--- src/rtl/inv_multiplica_colunas.sv ---
// inv_multiplica_colunas: iterative AES InvMixColumns engine.
// Accepts one 128-bit state over valid/ready. It then computes COLS_PER_CYCLE
// columns per clock into a registered output. That output is held until the
// consumer takes it.
module inv_multiplica_colunas #(
  parameter int COLS_PER_CYCLE = 1
) (
  input  logic         clk,
  input  logic         rst,
  input  logic         in_valid,
  output logic         in_ready,
  input  logic [127:0] bloco,
  output logic         out_valid,
  input  logic         out_ready,
  output logic [127:0] saida
);

  // Only 1, 2 or 4 columns per clock divide the four columns evenly.
  if (!(COLS_PER_CYCLE == 1 || COLS_PER_CYCLE == 2 || COLS_PER_CYCLE == 4)) begin : g_bad_cols
    $error("inv_multiplica_colunas: COLS_PER_CYCLE must be 1, 2 or 4");
  end

  // Column counter step and the column index that finishes the block.
  // Both are taken modulo 4 so that the 4-column case wraps straight back to 0.
  localparam logic [1:0] COL_STEP = 2'(COLS_PER_CYCLE % 4);
  localparam logic [1:0] COL_LAST = 2'(4 - COLS_PER_CYCLE);

  typedef enum logic [1:0] {
    IDLE,
    CALC,
    DONE
  } estado_t;

  estado_t      estado;
  logic [1:0]   col;
  logic [127:0] copia;
  logic [127:0] saida_nxt;
  int           c_idx;
  logic [31:0]  col_in;
  logic [31:0]  col_out;

  // GF(2^8) doubling modulo x^8+x^4+x^3+x+1.
  function automatic logic [7:0] xtime(input logic [7:0] x);
    return {x[6:0], 1'b0} ^ (x[7] ? 8'h1b : 8'h00);
  endfunction

  function automatic logic [7:0] mul_09(input logic [7:0] x);
    logic [7:0] x2, x4, x8;
    x2 = xtime(x);
    x4 = xtime(x2);
    x8 = xtime(x4);
    return x8 ^ x;
  endfunction

  function automatic logic [7:0] mul_0b(input logic [7:0] x);
    logic [7:0] x2, x4, x8;
    x2 = xtime(x);
    x4 = xtime(x2);
    x8 = xtime(x4);
    return x8 ^ x2 ^ x;
  endfunction

  function automatic logic [7:0] mul_0d(input logic [7:0] x);
    logic [7:0] x2, x4, x8;
    x2 = xtime(x);
    x4 = xtime(x2);
    x8 = xtime(x4);
    return x8 ^ x4 ^ x;
  endfunction

  function automatic logic [7:0] mul_0e(input logic [7:0] x);
    logic [7:0] x2, x4, x8;
    x2 = xtime(x);
    x4 = xtime(x2);
    x8 = xtime(x4);
    return x8 ^ x4 ^ x2;
  endfunction

  // InvMixColumns on one column, packed as {row0, row1, row2, row3}.
  function automatic logic [31:0] inv_coluna(input logic [31:0] a);
    logic [7:0] a0, a1, a2, a3;
    {a0, a1, a2, a3} = a;
    return {mul_0e(a0) ^ mul_0b(a1) ^ mul_0d(a2) ^ mul_09(a3),
            mul_09(a0) ^ mul_0e(a1) ^ mul_0b(a2) ^ mul_0d(a3),
            mul_0d(a0) ^ mul_09(a1) ^ mul_0e(a2) ^ mul_0b(a3),
            mul_0b(a0) ^ mul_0d(a1) ^ mul_09(a2) ^ mul_0e(a3)};
  endfunction

  // Next value of saida: columns col..col+COLS_PER_CYCLE-1 are replaced.
  // All other bytes are carried over unchanged.
  always_comb begin
    // NOTE: every variable gets a default before any conditional or loop write,
    // otherwise paths that skip the write would infer a latch.
    saida_nxt = saida;
    c_idx     = 0;
    col_in    = '0;
    col_out   = '0;
    for (int i = 0; i < COLS_PER_CYCLE; i++) begin
      // Masked to 0..3 so unreachable col/i combinations never index past the block.
      c_idx   = (int'(col) + i) & 3;
      col_in  = {copia[127 - 8*c_idx        -: 8],
                 copia[127 - 8*(c_idx + 4)  -: 8],
                 copia[127 - 8*(c_idx + 8)  -: 8],
                 copia[127 - 8*(c_idx + 12) -: 8]};
      col_out = inv_coluna(col_in);
      saida_nxt[127 - 8*c_idx        -: 8] = col_out[31:24];
      saida_nxt[127 - 8*(c_idx + 4)  -: 8] = col_out[23:16];
      saida_nxt[127 - 8*(c_idx + 8)  -: 8] = col_out[15:8];
      saida_nxt[127 - 8*(c_idx + 12) -: 8] = col_out[7:0];
    end
  end

  // Control FSM plus the input copy and the output register.
  always_ff @(posedge clk or posedge rst) begin
    if (rst) begin
      // NOTE: the wide data registers are reset as well. That way a reset
      // mid-block leaves neither the old output nor the old copy visible.
      estado    <= IDLE;
      col       <= '0;
      out_valid <= 1'b0;
      saida     <= '0;
      copia     <= '0;
    end else begin
      // NOTE: non-blocking assignments throughout. Every register then sees
      // the pre-edge values of the others, whatever order they appear in.
      case (estado)
        IDLE: begin
          if (in_valid) begin
            copia  <= bloco;
            col    <= '0;
            estado <= CALC;
          end
        end
        CALC: begin
          saida <= saida_nxt;
          if (col == COL_LAST) begin
            col       <= '0;
            out_valid <= 1'b1;
            estado    <= DONE;
          end else begin
            col <= col + COL_STEP;
          end
        end
        DONE: begin
          if (out_ready) begin
            out_valid <= 1'b0;
            estado    <= IDLE;
          end
        end
        default: estado <= IDLE;
      endcase
    end
  end

  assign in_ready = (estado == IDLE);

endmodule

--- config.mk ---
export PLATFORM = sky130hd
export DESIGN_NAME = inv_multiplica_colunas
export DESIGN_NICKNAME = d
export VERILOG_FILES = /design/src/rtl/inv_multiplica_colunas.sv
export SDC_FILE = /design/constraint.sdc
export NUM_CORES = 1
export LEC_CHECK = 0
export BUFFER_PORTS_ARGS = -buffer_cell sky130_fd_sc_hd__buf_2
export CORE_UTILIZATION = 46
export CTS_CLUSTER_SIZE = 14
export DETAILED_ROUTE_END_ITERATION = 12
export PLACE_DENSITY_LB_ADDON = 0.2
export SYNTH_ARGS = -nofsm -noshare
export SYNTH_HDL_FRONTEND = slang
export SYNTH_SLANG_ARGS = --single-unit
--- constraint.sdc ---
create_clock -name clk -period 9.5 [get_ports clk]
set_input_delay 1.9 -clock clk [delete_from_list [all_inputs] [get_ports clk]]
set_output_delay 1.9 -clock clk [all_outputs]
set_load 0.05 [all_outputs]
# After elaboration in Yosys (flattened, before gate mapping)
# Index checks and enable logic that the tools add are counted.
[op_classes]
n_mul = 0
n_eq_ne = 6
n_lt_le_gt_ge = 0
addsub = 12
div = 0
n_reduce_logical = 7
n_mux = 26
shift = 12
bitwise_logic = 48
[ops]
columns = ["op", "count"]
rows = [
  ["8-bit by 33-bit variable shift with 135-bit output, first input constant", 4],
  ["8-bit by 33-bit indexed part select with 135-bit output", 4],
  ["128-bit bitwise mux", 4],
  ["8-bit XOR", 37],
  ["135-bit by 8-bit indexed part select with 8-bit output", 2],
  ["135-bit by 9-bit indexed part select with 8-bit output", 2],
  ["8-bit by 5-bit XOR with 8-bit output", 11],
  ["8-bit negator with 33-bit output", 2],
  ["9-bit negator with 33-bit output", 2],
  ["5-bit two-way mux", 12],
  ["7-bit by 8-bit subtractor with 9-bit output, first input constant", 2],
  ["2-bit by 4-bit adder with 5-bit output, second input constant", 2],
  ["2-bit two-way mux", 5],
  ["7-bit by 5-bit subtractor with 8-bit output, first input constant", 1],
  ["7-bit by 7-bit subtractor with 8-bit output, first input constant", 1],
  ["2-bit != test, second input constant", 3],
  ["2-bit one-hot mux with 3 select lines", 1],
  ["3-bit AND reduction", 2],
  ["2-bit by 3-bit adder with 4-bit output, second input constant", 1],
  ["2-bit equality test, second input constant", 2],
  ["2-bit one-hot mux with 2 select lines", 1],
  ["2-bit AND reduction", 2],
  ["2-bit nonzero test", 2],
  ["2-bit by 1-bit adder with 2-bit output, second input constant", 1],
  ["other kinds (4)", 5],
]
[word_totals]
memories = 0
inputBits = 132
register_bits = 261
word_cells = 116
mem_bits_rw = 0
romBits = 0
latchBits = 0
output_inout_bits = 130

# Depth between registers and ports, before layout
[depth]
depth_word = 19
ltp_mapped = 10
mapped_depth_nobuf = 6

# Worst setup path after synthesis
# No wires, ideal clock.
[synth_timing]
kind = "input-to-reg"
startpoint = "in in_valid"
endpoint = "reg copia[10]"
t_required_ns = 9.375
slack_ns = 6.305
setup_ns = 0.125
path_stages = 4
t_arrival_ns = 3.070
path_buffers = 2
cell_sequence = "and2_1 clkbuf_1 buf_1 mux2_2"
[synth_via]
elab_chain_len = 1
[synth_lines]
columns = ["item", "line", "rtl"]
rows = [
  ["start: declaration", "10", "input logic in_valid,"],
  ["2-bit AND reduction (no line)", "-", ""],
  ["end signal: assignment", "129", "copia <= bloco;"],
  ["end: declaration", "36", "logic [127:0] copia;"],
]
# Every way passes these cells.
# A chain may end at the register's enable or synchronous reset.

# Worst setup path in the final report
[layout_timing]
startpoint = "reg col[0]"
endpoint = "reg saida[52]"
[layout_via]
elab_chain_len = 17
elab_cells_between_ends = 87
cone_classes = "11 x add/sub; 12 x shift; 16 x mux; 48 x bitwise"
[layout_lines]
columns = ["item", "line", "rtl"]
rows = [
  ["start: declaration", "35", "logic [1:0] col;"],
  ["start signal: assignment", "141", "col <= col + COL_STEP;"],
  ["2-bit by 3-bit adder with 4-bit output", "102, 107", ""],
  ["7-bit by 7-bit subtractor with 8-bit output", "102, 107", ""],
  ["135-bit by 8-bit indexed part select with 8-bit output", "102", "copia[127 - 8*(c_idx + 4) -: 8],"],
  ["8-bit by 5-bit XOR with 8-bit output / 5-bit two-way mux (equally long branches) (2 in series)", "44", "return {x[6:0], 1'b0} ^ (x[7] ? 8'h1b : 8'h00);"],
  ["5-bit two-way mux / 8-bit by 5-bit XOR with 8-bit output (equally long branches)", "44", ""],
  ["8-bit XOR", "44", ""],
  ["8-bit XOR (2 in series)", "60", "return x8 ^ x2 ^ x;"],
  ["8-bit XOR (3 in series)", "83", "return {mul_0e(a0) ^ mul_0b(a1) ^ mul_0d(a2) ^ mul_09(a3),"],
  ["8-bit by 33-bit indexed part select with 135-bit output", "106", "saida_nxt[127 - 8*c_idx -: 8] = col_out[31:24];"],
  ["128-bit bitwise mux", "106", ""],
  ["128-bit bitwise mux", "107", "saida_nxt[127 - 8*(c_idx + 4) -: 8] = col_out[23:16];"],
  ["128-bit bitwise mux", "108", "saida_nxt[127 - 8*(c_idx + 8) -: 8] = col_out[15:8];"],
  ["128-bit bitwise mux (*)", "109", "saida_nxt[127 - 8*(c_idx + 12) -: 8] = col_out[7:0];"],
  ["end signal: assignment", "135", "saida <= saida_nxt;"],
  ["end: declaration", "15", "output logic [127:0] saida"],
]
# Mark *: on every way between the ends. The rest lies on a longest branch, timed or not.

==> metrics.cfg <==
[status]
status = finished, final reports clean

[yosys]
synth_seq_cells = 261
syn_area_per_cell_um2 = 13.2
postSynthCellCount = 951
yosysSeqAreaShare_pct = 52.0
async_flop_share_pct = 100
synth_enable_flop_cells = 0
synth_area_um2 = 12600
yosys.area.top_type = dfrtp_1
ys_top_cells_by_count = dfrtp_1, mux2_2, nand2_1
synth_most_common_cell = dfrtp_1
synthSimpleGateAreaFrac_pct = 4.31
ys_types = 33
synth_flop_cell = dfrtp_1
yosys_warnings = 0
synthAdderAreaFrac_pct = 0.398
ys_top_cells_by_area = dfrtp_1, mux2_2, xnor2_1
yosysTopAreaCellShare_pct = 52.0
synth-compound-area-share_pct = 5.66
synthesis.nets = 1087
synth_top_family_by_area = XOR/XNOR gates
synth.area.mux_share_pct = 17.3
synthXorXnorAreaFrac_pct = 17.9

[cts]
postCtsHoldBufs = 0
cts_resized = 0
numCtsBuffers = 27
insertion_delay_ns = 0.55
cts.clk_slew.worst_paths_ns = 0.07
postCtsSetupRepairBufs = 0
cts_tree = built
clockRootBuffer = clkbuf_16
htreeDepth = 1
cts_buffer_depth = 3
clock-sinks = 261

[detailed_routing]
vias = 8123
drtIter0Drc = 564
vias_per_cell = 5.20
first_pass_iters = 4
wl_um = 30900
ant_nets = 0
drc = 0
avgRoutedWirePerCell_um = 19.8

[grt]
track_usage_pct = 22.6
overflow = 0
grt_pass1_wl_um = 49000
grt_pass1_vias = 8318
grt_start_max_net_pins = 119
antenna_found_initial = 7

[die]
dieArea_um2 = 28000
placementRows = 60
io_pins = 262
fp.dieH_um = 167
start_util_pct = 46.7
die_w_um = 167
coreArea_um2 = 26900

[sta]
worstMarginPinSlew_ns = 0.975
rsz0062_at_grt = no
fin_setup_tns_ns = 0
slew_viol_final = 0
final_period_minus_worst_setup_slack_ns = 4.01
skew_ns = 0.0203
timing.final.hold_violations = 0
slew_headroom_pct = 35.0
fmax_mhz = 249
final-setup-viol-count = 0
fin_crit_sh_pct = 42.3

[setup_path]
critical_path_peak_fanout = 27
worstSetupStartpointType = flip-flop
worstPathRequired_ns = 9.91
worstPathArrival_ns = 4.43
worstSetupPathType = reg -> reg
endpoint_kind = flip-flop

[final_layout]
final_net_count = 1333
area_growth_pct = 19.5
layout-drive-gt1-share_pct = 41.6
fin_util_pct = 55.8
nFillCells = 2332

[place]
gp_congestion = 0.862
hpwl_um = 22100
port-buffer-count = 261

[hold_path]
hold_class = reg -> reg

[run]
cap_violations = 0

[kinds of logic after synthesis]
group / count (synthesis)
DFF: 261
muxes: 161
buffers and inverters: 62
xor gates and xnor gates: 190
adders and majority gates: 4
AOI/OAI and AO/OA: 134
and+or+nand+nor: 139
[final cells by class]
| type | instances | area (um^2) | share of cell area, % |
|---|---|---|---|
| flip-flops and latches | 261 | 6530 | 43.5 |
| multi-input cells | 628 | 5740 | 38.2 |
| repair buffers | 274 | 1400 | 9.35 |
| clock buffers | 36 | 749 | 4.99 |
| well taps | 341 | 427 | 2.84 |
| clock inverters | 11 | 119 | 0.792 |
| inverters | 5 | 26.3 | 0.175 |
| diodes | 5 | 12.5 | 0.0834 |
[layer usage]
metal | wire length [um] | track usage, %
met5 | 59 | 0
met2 | 14100 | 35.5
met1 | 13900 | 32.3
met3 | 2240 | 5.11
met4 | 568 | 4.87
[through the flow]
step | instance area, um^2 | instances | hold slack [ns] | setup WS, ns
2_1_floorplan | 12600 | 951 | 0.468 | 0.416
3_3_place_gp | 14100 | 1509 | 0.456 | 5.43
3_5_place_dp | 14100 | 1509 | 0.466 | 5.44
4_1_cts | 15000 | 1556 | 0.480 | 5.41
5_1_grt | 15000 | 1558 | 0.492 | 5.18
6_report | 15000 | 1561 | 0.475 | 5.49
[sequential cells by signal, summed over array words and instances (netlist names)]
signal	flops
saida	128
col	2
copia	128
estado	2
out_valid	1
[cells in the final DEF (no fill, tap or decap), drive strengths merged, types with 2 or more instances in the layout]
cell      instances
mux4             32
nor3              4
xor2             36
xnor2           129
ha                4
clkinvlp          4
dfrtp           261
bufinv            2
clkinv            4
nor2              4
a22o             10
a21oi             2
buf             274
xnor3            24
clkbuf           36
nand2           125
inv               6
mux2            128
nand4             4
diode             5
o21ai           121
[worst max-delay path, cell delays in order, from the launching register on]
cell and delay (ns):
dfrtp_2 0.66, buf_4 0.53, mux4_1 0.84, xnor2_1 0.33, xnor3_1 0.52, xnor3_1 0.41, xnor2_1 0.44, o21ai_1 0.12
[worst paths after layout]
kind | endpoint | from | cells past startpoint | slack, ns
worst min register to register | saida[49]$_DFFE_PP0P_ | saida[49]$_DFFE_PP0P_ | 2 | 0.47
worst min-delay path | saida[49]$_DFFE_PP0P_ | saida[49]$_DFFE_PP0P_ | 2 | 0.47
max in group asynchronous | saida[59]$_DFFE_PP0P_ | rst | 3 | 6.47
min in group asynchronous | saida[39]$_DFFE_PP0P_ | rst | 2 | 1.50
worst max-delay path | saida[52]$_DFFE_PP0P_ | col[0]$_DFFE_PP0P_ | 7 | 5.49
worst max register to register | saida[52]$_DFFE_PP0P_ | col[0]$_DFFE_PP0P_ | 7 | 5.49
Power is not shown: default switching activity piles up to over one toggle a cycle in this logic, so the estimate is an artifact.
